===== config.mk =====
export PLATFORM = sky130hd
export DESIGN_NAME = uart_sys_ctrl
export DESIGN_NICKNAME = d
export VERILOG_FILES = /design/src/rtl/uart_sys_ctrl.sv
export SDC_FILE = /design/constraint.sdc
export NUM_CORES = 1
export LEC_CHECK = 0
export BUFFER_PORTS_ARGS = -buffer_cell sky130_fd_sc_hd__buf_2
export CELL_PAD_IN_SITES_DETAIL_PLACEMENT = 2
export CELL_PAD_IN_SITES_GLOBAL_PLACEMENT = 2
export CORE_MARGIN = 2
export CORE_UTILIZATION = 33
export CTS_CLUSTER_DIAMETER = 120
export DETAILED_ROUTE_END_ITERATION = 12
export PLACE_DENSITY_LB_ADDON = 0.1
export SLEW_MARGIN = 30
export SYNTH_ARGS = -nofsm -noshare
export SYNTH_HDL_FRONTEND = slang
export SYNTH_SLANG_ARGS = --single-unit

===== constraint.sdc =====
create_clock -name CLK -period 1.9 [get_ports CLK]
set_input_delay 0.475 -clock CLK [delete_from_list [all_inputs] [get_ports CLK]]
set_output_delay 0.475 -clock CLK [all_outputs]
set_load 0.1 [all_outputs]

===== src/rtl/uart_sys_ctrl.sv =====
// uart_sys_ctrl: command controller between the UART RX/TX pair and the register file.
//
// It parses byte frames from the UART receiver and acts on each one:
//   0xAA addr data : register write
//   0xBB addr      : register read, with the read byte returned on the UART TX
//   0xCC cfg       : UART config update (PAR_EN=cfg[0], PAR_TYP=cfg[1], PRESCALE=cfg[7:2])
// The address is taken from byte[3:0]; bits [7:4] are ignored.
// An unknown opcode, a byte arriving while a command is executing, or an inter-byte timeout
// each produce a one-cycle ERR pulse.
//
// Ports
//   CLK, RST                : clock, synchronous active-high reset
//   RX_P_DATA/RX_D_VLD      : received byte and its one-cycle strobe
//   TX_BUSY                 : UART TX busy flag
//   TX_P_DATA/TX_D_VLD      : byte to transmit and its one-cycle request
//   RF_ADDR/RF_WR_DATA      : register file address and write data
//   RF_WR_EN/RF_RD_EN       : one-cycle write and read strobes
//   RF_RD_DATA/RF_RD_VLD    : read data and its strobe
//   PAR_EN/PAR_TYP/PRESCALE : UART configuration
//   ERR                     : one-cycle protocol error pulse
module uart_sys_ctrl #(
  parameter int unsigned TIMEOUT_CYC = 1024
) (
  input  logic       CLK,
  input  logic       RST,
  input  logic [7:0] RX_P_DATA,
  input  logic       RX_D_VLD,
  input  logic       TX_BUSY,
  output logic [7:0] TX_P_DATA,
  output logic       TX_D_VLD,
  output logic [3:0] RF_ADDR,
  output logic [7:0] RF_WR_DATA,
  output logic       RF_WR_EN,
  output logic       RF_RD_EN,
  input  logic [7:0] RF_RD_DATA,
  input  logic       RF_RD_VLD,
  output logic       PAR_EN,
  output logic       PAR_TYP,
  output logic [5:0] PRESCALE,
  output logic       ERR
);

  localparam int unsigned CntW = (TIMEOUT_CYC > 2) ? $clog2(TIMEOUT_CYC) : 1;
  localparam logic [CntW-1:0] CntLast = CntW'(TIMEOUT_CYC - 1);

  localparam logic [7:0] OpWrite = 8'hAA;
  localparam logic [7:0] OpRead  = 8'hBB;
  localparam logic [7:0] OpCfg   = 8'hCC;

  localparam logic [3:0] StIdle     = 4'd0;
  localparam logic [3:0] StWrAddr   = 4'd1;
  localparam logic [3:0] StWrData   = 4'd2;
  localparam logic [3:0] StRdAddr   = 4'd3;
  localparam logic [3:0] StRdWait   = 4'd4;
  localparam logic [3:0] StTxReq    = 4'd5;
  localparam logic [3:0] StTxAck    = 4'd6;
  localparam logic [3:0] StCfgData  = 4'd7;
  localparam logic [3:0] StCfgApply = 4'd8;

  logic [3:0]      state_q, state_d;
  logic [CntW-1:0] cnt_q, cnt_d;
  logic [3:0]      addr_q, addr_d;
  logic [7:0]      cfg_q, cfg_d;
  logic [7:0]      tx_data_q, tx_data_d;
  logic            tx_vld_q, tx_vld_d;
  logic [3:0]      rf_addr_q, rf_addr_d;
  logic [7:0]      rf_wr_data_q, rf_wr_data_d;
  logic            rf_wr_en_q, rf_wr_en_d;
  logic            rf_rd_en_q, rf_rd_en_d;
  logic            par_en_q, par_en_d;
  logic            par_typ_q, par_typ_d;
  logic [5:0]      prescale_q, prescale_d;
  logic            err_q, err_d;
  logic            timed;

  always_comb begin
    state_d      = state_q;
    addr_d       = addr_q;
    cfg_d        = cfg_q;
    tx_data_d    = tx_data_q;
    tx_vld_d     = 1'b0;
    rf_addr_d    = rf_addr_q;
    rf_wr_data_d = rf_wr_data_q;
    rf_wr_en_d   = 1'b0;
    rf_rd_en_d   = 1'b0;
    par_en_d     = par_en_q;
    par_typ_d    = par_typ_q;
    prescale_d   = prescale_q;
    err_d        = 1'b0;

    // Frame-collecting states are the only ones guarded by the inter-byte timeout.
    timed = (state_q == StWrAddr) || (state_q == StWrData) ||
            (state_q == StRdAddr) || (state_q == StCfgData);
    cnt_d = '0;
    if (timed && !RX_D_VLD) begin
      cnt_d = (cnt_q == CntLast) ? '0 : cnt_q + CntW'(1);
    end

    case (state_q)
      StIdle: begin
        if (RX_D_VLD) begin
          case (RX_P_DATA)
            OpWrite: state_d = StWrAddr;
            OpRead:  state_d = StRdAddr;
            OpCfg:   state_d = StCfgData;
            default: err_d = 1'b1;
          endcase
        end
      end
      StWrAddr: begin
        if (RX_D_VLD) begin
          addr_d  = RX_P_DATA[3:0];
          state_d = StWrData;
        end
      end
      StWrData: begin
        if (RX_D_VLD) begin
          rf_wr_en_d   = 1'b1;
          rf_addr_d    = addr_q;
          rf_wr_data_d = RX_P_DATA;
          state_d      = StIdle;
        end
      end
      StRdAddr: begin
        if (RX_D_VLD) begin
          rf_rd_en_d = 1'b1;
          rf_addr_d  = RX_P_DATA[3:0];
          state_d    = StRdWait;
        end
      end
      StRdWait: begin
        err_d = RX_D_VLD;
        // A strobe coinciding with our own read request cannot be its answer.
        if (RF_RD_VLD && !rf_rd_en_q) begin
          tx_data_d = RF_RD_DATA;
          state_d   = StTxReq;
        end
      end
      StTxReq: begin
        err_d = RX_D_VLD;
        if (!TX_BUSY) begin
          tx_vld_d = 1'b1;
          state_d  = StTxAck;
        end
      end
      StTxAck: begin
        err_d = RX_D_VLD;
        if (TX_BUSY) state_d = StIdle;
      end
      StCfgData: begin
        if (RX_D_VLD) begin
          cfg_d   = RX_P_DATA;
          state_d = StCfgApply;
        end
      end
      StCfgApply: begin
        err_d = RX_D_VLD;
        // Never retune the UART underneath an ongoing transmission.
        if (!TX_BUSY) begin
          par_en_d   = cfg_q[0];
          par_typ_d  = cfg_q[1];
          prescale_d = cfg_q[7:2];
          state_d    = StIdle;
        end
      end
      default: state_d = StIdle;
    endcase

    if (timed && !RX_D_VLD && (cnt_q == CntLast)) begin
      state_d = StIdle;
      err_d   = 1'b1;
    end
  end

  always_ff @(posedge CLK) begin
    if (RST) begin
      state_q      <= StIdle;
      cnt_q        <= '0;
      addr_q       <= 4'h0;
      cfg_q        <= 8'h00;
      tx_data_q    <= 8'h00;
      tx_vld_q     <= 1'b0;
      rf_addr_q    <= 4'h0;
      rf_wr_data_q <= 8'h00;
      rf_wr_en_q   <= 1'b0;
      rf_rd_en_q   <= 1'b0;
      par_en_q     <= 1'b1;
      par_typ_q    <= 1'b0;
      prescale_q   <= 6'd32;
      err_q        <= 1'b0;
    end else begin
      state_q      <= state_d;
      cnt_q        <= cnt_d;
      addr_q       <= addr_d;
      cfg_q        <= cfg_d;
      tx_data_q    <= tx_data_d;
      tx_vld_q     <= tx_vld_d;
      rf_addr_q    <= rf_addr_d;
      rf_wr_data_q <= rf_wr_data_d;
      rf_wr_en_q   <= rf_wr_en_d;
      rf_rd_en_q   <= rf_rd_en_d;
      par_en_q     <= par_en_d;
      par_typ_q    <= par_typ_d;
      prescale_q   <= prescale_d;
      err_q        <= err_d;
    end
  end

  assign TX_P_DATA  = tx_data_q;
  assign TX_D_VLD   = tx_vld_q;
  assign RF_ADDR    = rf_addr_q;
  assign RF_WR_DATA = rf_wr_data_q;
  assign RF_WR_EN   = rf_wr_en_q;
  assign RF_RD_EN   = rf_rd_en_q;
  assign PAR_EN     = par_en_q;
  assign PAR_TYP    = par_typ_q;
  assign PRESCALE   = prescale_q;
  assign ERR        = err_q;

endmodule


---- Yosys cells after proc, flatten, opt, wreduce, memory -nomap -nowiden ----
Cells that the tools add are included.
word-level totals
  bits in registers ....................... 58
  input bits .............................. 21
cells by class
  $add $sub $neg .......................... 1
  reductions and logical operators ........ 24
  equal/unequal tests ..................... 22
  muxes and demuxes ....................... 20
  bitwise gates (word level) .............. 5
operators by type and width
  kind                                                  number
  two-way mux 4 bit                                     11
  one-hot mux 4 bit (9 select lines)                    1
  equality test 8 bit (second input constant)           3
  != test 2 bit (second input constant)                 9
  equality test 4 x 3 -> 1 bit (second input constant)  4
  one-hot mux 4 bit (3 select lines)                    1
  adder 10 x 1 -> 10 bit (second input constant)        1
  equality test 10 bit (second input constant)          1
  AND reduction 10 bit                                  1
  AND reduction 2 bit                                   5
  equality test 4 x 2 -> 1 bit (second input constant)  2
  one-hot mux 4 bit (2 select lines)                    1
  OR reduction 2 bit                                    4
  OR reduction 3 bit                                    2
  two-way mux 1 bit                                     5
  inverter 1 bit                                        5
  equality test 4 x 1 -> 1 bit (second input constant)  1
  equality test 4 bit (second input constant)           1
  logical NOT 4 bit                                     1
  != test 4 x 1 -> 1 bit (second input constant)        1
  OR reduction 4 bit                                    1
  logical AND 1 bit                                     3
  logical OR 1 bit                                      3
  AND reduction 3 bit                                   1
  other kinds (3)                                       4

---- Longest topological paths before layout ----
  depth in word-level cells ............... 7
  gate-level depth with buffers ........... 6
  mapped depth without buffers ............ 6

---- Least setup slack after synthesis ----
No wires, ideal clock.
  path type ............................... register to register
  start point ............................. reg rf_rd_en_q (netlist: RF_RD_EN)
  end point ............................... reg state_q[2]
  setup slack ............................. 0.221 ns
  cell stages (with the launch flop) ...... 6
  period minus slack after synthesis ...... 1.679 ns
  data arrival time ....................... 1.560 ns
  data required time ...................... 1.781 ns
  path through ............................ dfxtp_1 > nand2b_1 > nand3_1 > and3_1 > nand4_1 > a21oi_1
on the way
  longest elaborated chain between the ends .. 4
ends and longest elaborated chain
  what                            line  text
  start: declaration              69    logic rf_rd_en_q, rf_rd_en_d;
  start signal: assignment        201   rf_rd_en_q <= rf_rd_en_d;
  logical NOT 1 bit               134   if (RF_RD_VLD && !rf_rd_en_q) begin
  logical AND 1 bit               134
  != test 2 bit (no line)         --
  AND reduction 10 bit (no line)  --
  end signal: assignment          177   state_q <= StIdle;
  end signal: assignment          192   state_q <= state_d;
  end: declaration                60    logic [3:0] state_q, state_d;
No other way between the ends.
A chain may end at the register's enable or synchronous reset.

---- Final worst setup path ----
  start point ............................. reg state_q[0]
  end point ............................... reg state_q[0]
on the way
  longest elaborated chain between the ends .. 7
ends and longest elaborated chain
  what                                                                          line    text
  equality test 4 x 1 -> 1 bit or equality test 4 x 2 -> 1 bit (tied branches)  92, 99
  logical OR 1 bit (2 in a row)                                                 92      timed = (state_q == StWrAddr) || (state_q == StWrData) ||
  logical OR 1 bit                                                              93      (state_q == StRdAddr) || (state_q == StCfgData);
  logical AND 1 bit (2 in a row)                                                169     if (timed && !RX_D_VLD && (cnt_q == CntLast)) begin
  OR reduction 2 bit (no line)                                                  --
Parallel ways exist; a longest one is shown, timed or not.

==> results.md <==
- Count leader, synth: dfxtp_1
- Vias post-DR: 1986
- Final hold slack: 369 ps
- Sequential-to-total area share from yosys stat: 48.1%
- Syn_nets: 268
- Share of the synthesized area in the top cell type: 48.1%
- CTS buffer count: 9
- Largest area contributor in the netlist: dfxtp_1
- Hold Buf Count CTS: 0
- First-pass DRT Iterations: 4
- Status: complete, no violations
- Die Ht: 89.5 microns
- FFs w/ async S/R, synth: 0%
- Initial antenna violation count: 0
- Fin. max-slew vios: 0
- VDD IR max: 0.399 mV
- CP Buf/Inv Count: 0
- Io pins: 53
- Max Cap Viol: 0
- Rows: 31
- Die area: 0.00802 sq mm
- Synthesized instance count: 246
- Crit. End Element: flop
- Clk sinks: 58
- Switching Power: 0.000595 W
- Die W: 89.5 microns
- GRT Resource Usage Total: 17.7%
- Largest cells by area after synthesis: dfxtp_1 48%, mux2i_1 16%, nor2_1 8.7%
- DP HPWL: 4.55 mm
- Crit-path slowest cell: dfxtp_1
- Period utilisation layout: 92.6%
- Worst Clk Skew: 10.2 ps
- Worst endpoint required time: 2160 ps
- Crit-path max FO: 13
- CTS Buffer Depth: 2
- Hold Path Class: in2reg
- Worst Setup Start Kind: flop
- Final-stage net count: 331
- Crit-path leading delay family: compound AO/OA/AOI/OAI gates
- Leak: 1.26 nW
- Final wirelength: 6.42 mm
- Synth Register Bits: 58
- YS warnings: 0
- DRT antenna net count: 0
- WL/cell: 15.5 microns
- Mapped Area: 0.00241 sq mm
- Vias/cell: 4.81
- Worst-Skew Late Latency: 340 ps
- Core box area: 0.00718 sq mm
- Dpl cells: 397
- Routability congestion estimate: 0.732
- CP Data Arrival Time: 2020 ps
- Pwr Density: 859 mW/mm^2
- # DRC: 0
- Congestion Overflow GR: 0
- Area grow syn2layout: 26.2%
- Min Tclk post-route: 1760 ps
- Distinct cells, synth: 41
- First-pass GRT wire length: 10.5 mm
- CTS tree: built
- Dpl cell area: 0.00282 sq mm
- Worst path cell trace: mux2i_1 > a221o_1 > nand3_1 > o21ai_0 > a21oi_1
- Int Pwr: 0.00202 W
- Largest net degree at the start of global routing: 24
- Worst slew pin tran: 549 ps
- Setup TNS: 0 ps
- WS Path Type: reg2reg
- Avg Cell Area, Syn: 9.82 sq um
- Comb power frac: 3.5%
- Final Non-Filler Cells: 413
- Sequential share of power: 46.5%
- Final Hold Fails: 0
- Sw Share: 22.7%
- RSZ-0062 raised after global routing: no
- Layout cells sized above 1: 28.0%
- Clock power share: 49.9%
- Synth cell count leaders: 58 x dfxtp_1, 56 x nor2_1, 39 x mux2i_1
- Critical Path Max Stage Delay: 670 ps
- Number of global-route vias before repair: 2010
- IO Port Bufs: 52
- Number of synthesized flops with an enable pin: 0
- Clk slew on worst S/H paths: 70 ps
- Top_reg_cell synth: dfxtp_1
- N_diodes: 0
- Final setup violation count: 0
- Depth of the CTS H-tree: 3
- Initial Utilization: 33.7%
- Pwr Total: 0.00262 W
- Clock tree root buffer cell: clkbuf_8
- DRT iter0 DRCs: 54
- Fmax: 568 MHz
- Worst rel slew slack: 63.3%
- Final instance area: 0.00305 sq mm
[power groups by stage]
stage / combinational [W] / clock [W] / sequential [W]
after floorplan: 0.0000346 / 0 / 0.00126
after global placement: 0.0000933 / 0 / 0.00125
after detailed placement: 0.0000938 / 0 / 0.00125
after CTS: 0.0000939 / 0.00134 / 0.00122
after global routing: 0.000102 / 0.00141 / 0.00122
final: 0.0000921 / 0.00131 / 0.00122
[area by class of cell]
type / count / area (sq um)
well taps: 99 / 124
clock inverters: 6 / 88.8
clock buffers: 10 / 138
repair buffers: 62 / 335
fillers: 787 / 4130
flip-flops and latches: 58 / 1160
multi-input cells: 175 / 1190
inverters: 3 / 11.3
[layer usage]
metal	up-vias	track usage [%]	part of all wire, %
met5	-	0	0
met4	0	7.33	1.6
met3	7	4.34	3.6
met2	33	27.9	47
met1	966	23.2	47
li1	980	-	-
[timing repair]
action / in CTS / in global routing
resized for setup: 0 / 1
setup endpoints to repair: 0 / 11
buffers inserted: 0 / 0
[metrics by stage]
stage          setup WS, ps  utilization [%]
6_report                141             42.5
5_1_grt                23.2             42.5
4_1_cts                55.5             42.4
3_5_place_dp           45.8             39.3
3_3_place_gp            101             39.3
2_1_floorplan           221                -
[state kept, by name, summed over array words and instances (netlist names)]
name and flops:
PAR_EN 1, addr_q 4, TX_D_VLD 1, RF_WR_DATA 8
PRESCALE 6, TX_P_DATA 8, RF_RD_EN 1, PAR_TYP 1
ERR 1, RF_WR_EN 1, state_q 4, RF_ADDR 4
cfg_q 8, cnt_q 10
[final timing paths]
path / startpoint / endpoint / slack [ps] / cells past startpoint
min reg2reg: cfg_q[0] / PAR_EN / 480 / 1
max reg2reg: state_q[0] / state_q[0] / 140 / 5
max: state_q[0] / state_q[0] / 140 / 5
min: RF_RD_DATA[7] / TX_P_DATA[7] / 370 / 3
[cell usage in the layout (no fill, tap or decap), drive strengths merged, types with 5 or more instances in the layout]
cell type  instances
nand2              5
mux2i             39
clkbuf            10
dfxtp             58
buf               62
xnor2              5
a21oi              6
o21ai              6
nor2              58
nand3             12
nand4              5
[tightest hold or removal path, stage by stage]
cell and delay [ps]:
buf_2 70, mux2i_1 50, nor2_1 70
[cells by family (layout without fill, tap and decap cells)]
logic type | after synthesis | count (layout) | synth area share, %
mux | 39 | 39 | 16.2
fa+ha+maj | 2 | 2 | 0.933
simple gates | 104 | 104 | 23.2
compound gates | 21 | 21 | 5.54
xor+xnor | 9 | 9 | 3.26
buf+inv | 13 | 81 | 2.85
flops | 58 | 58 | 48.1
Note: power is estimated with default switching activity, not from simulation.
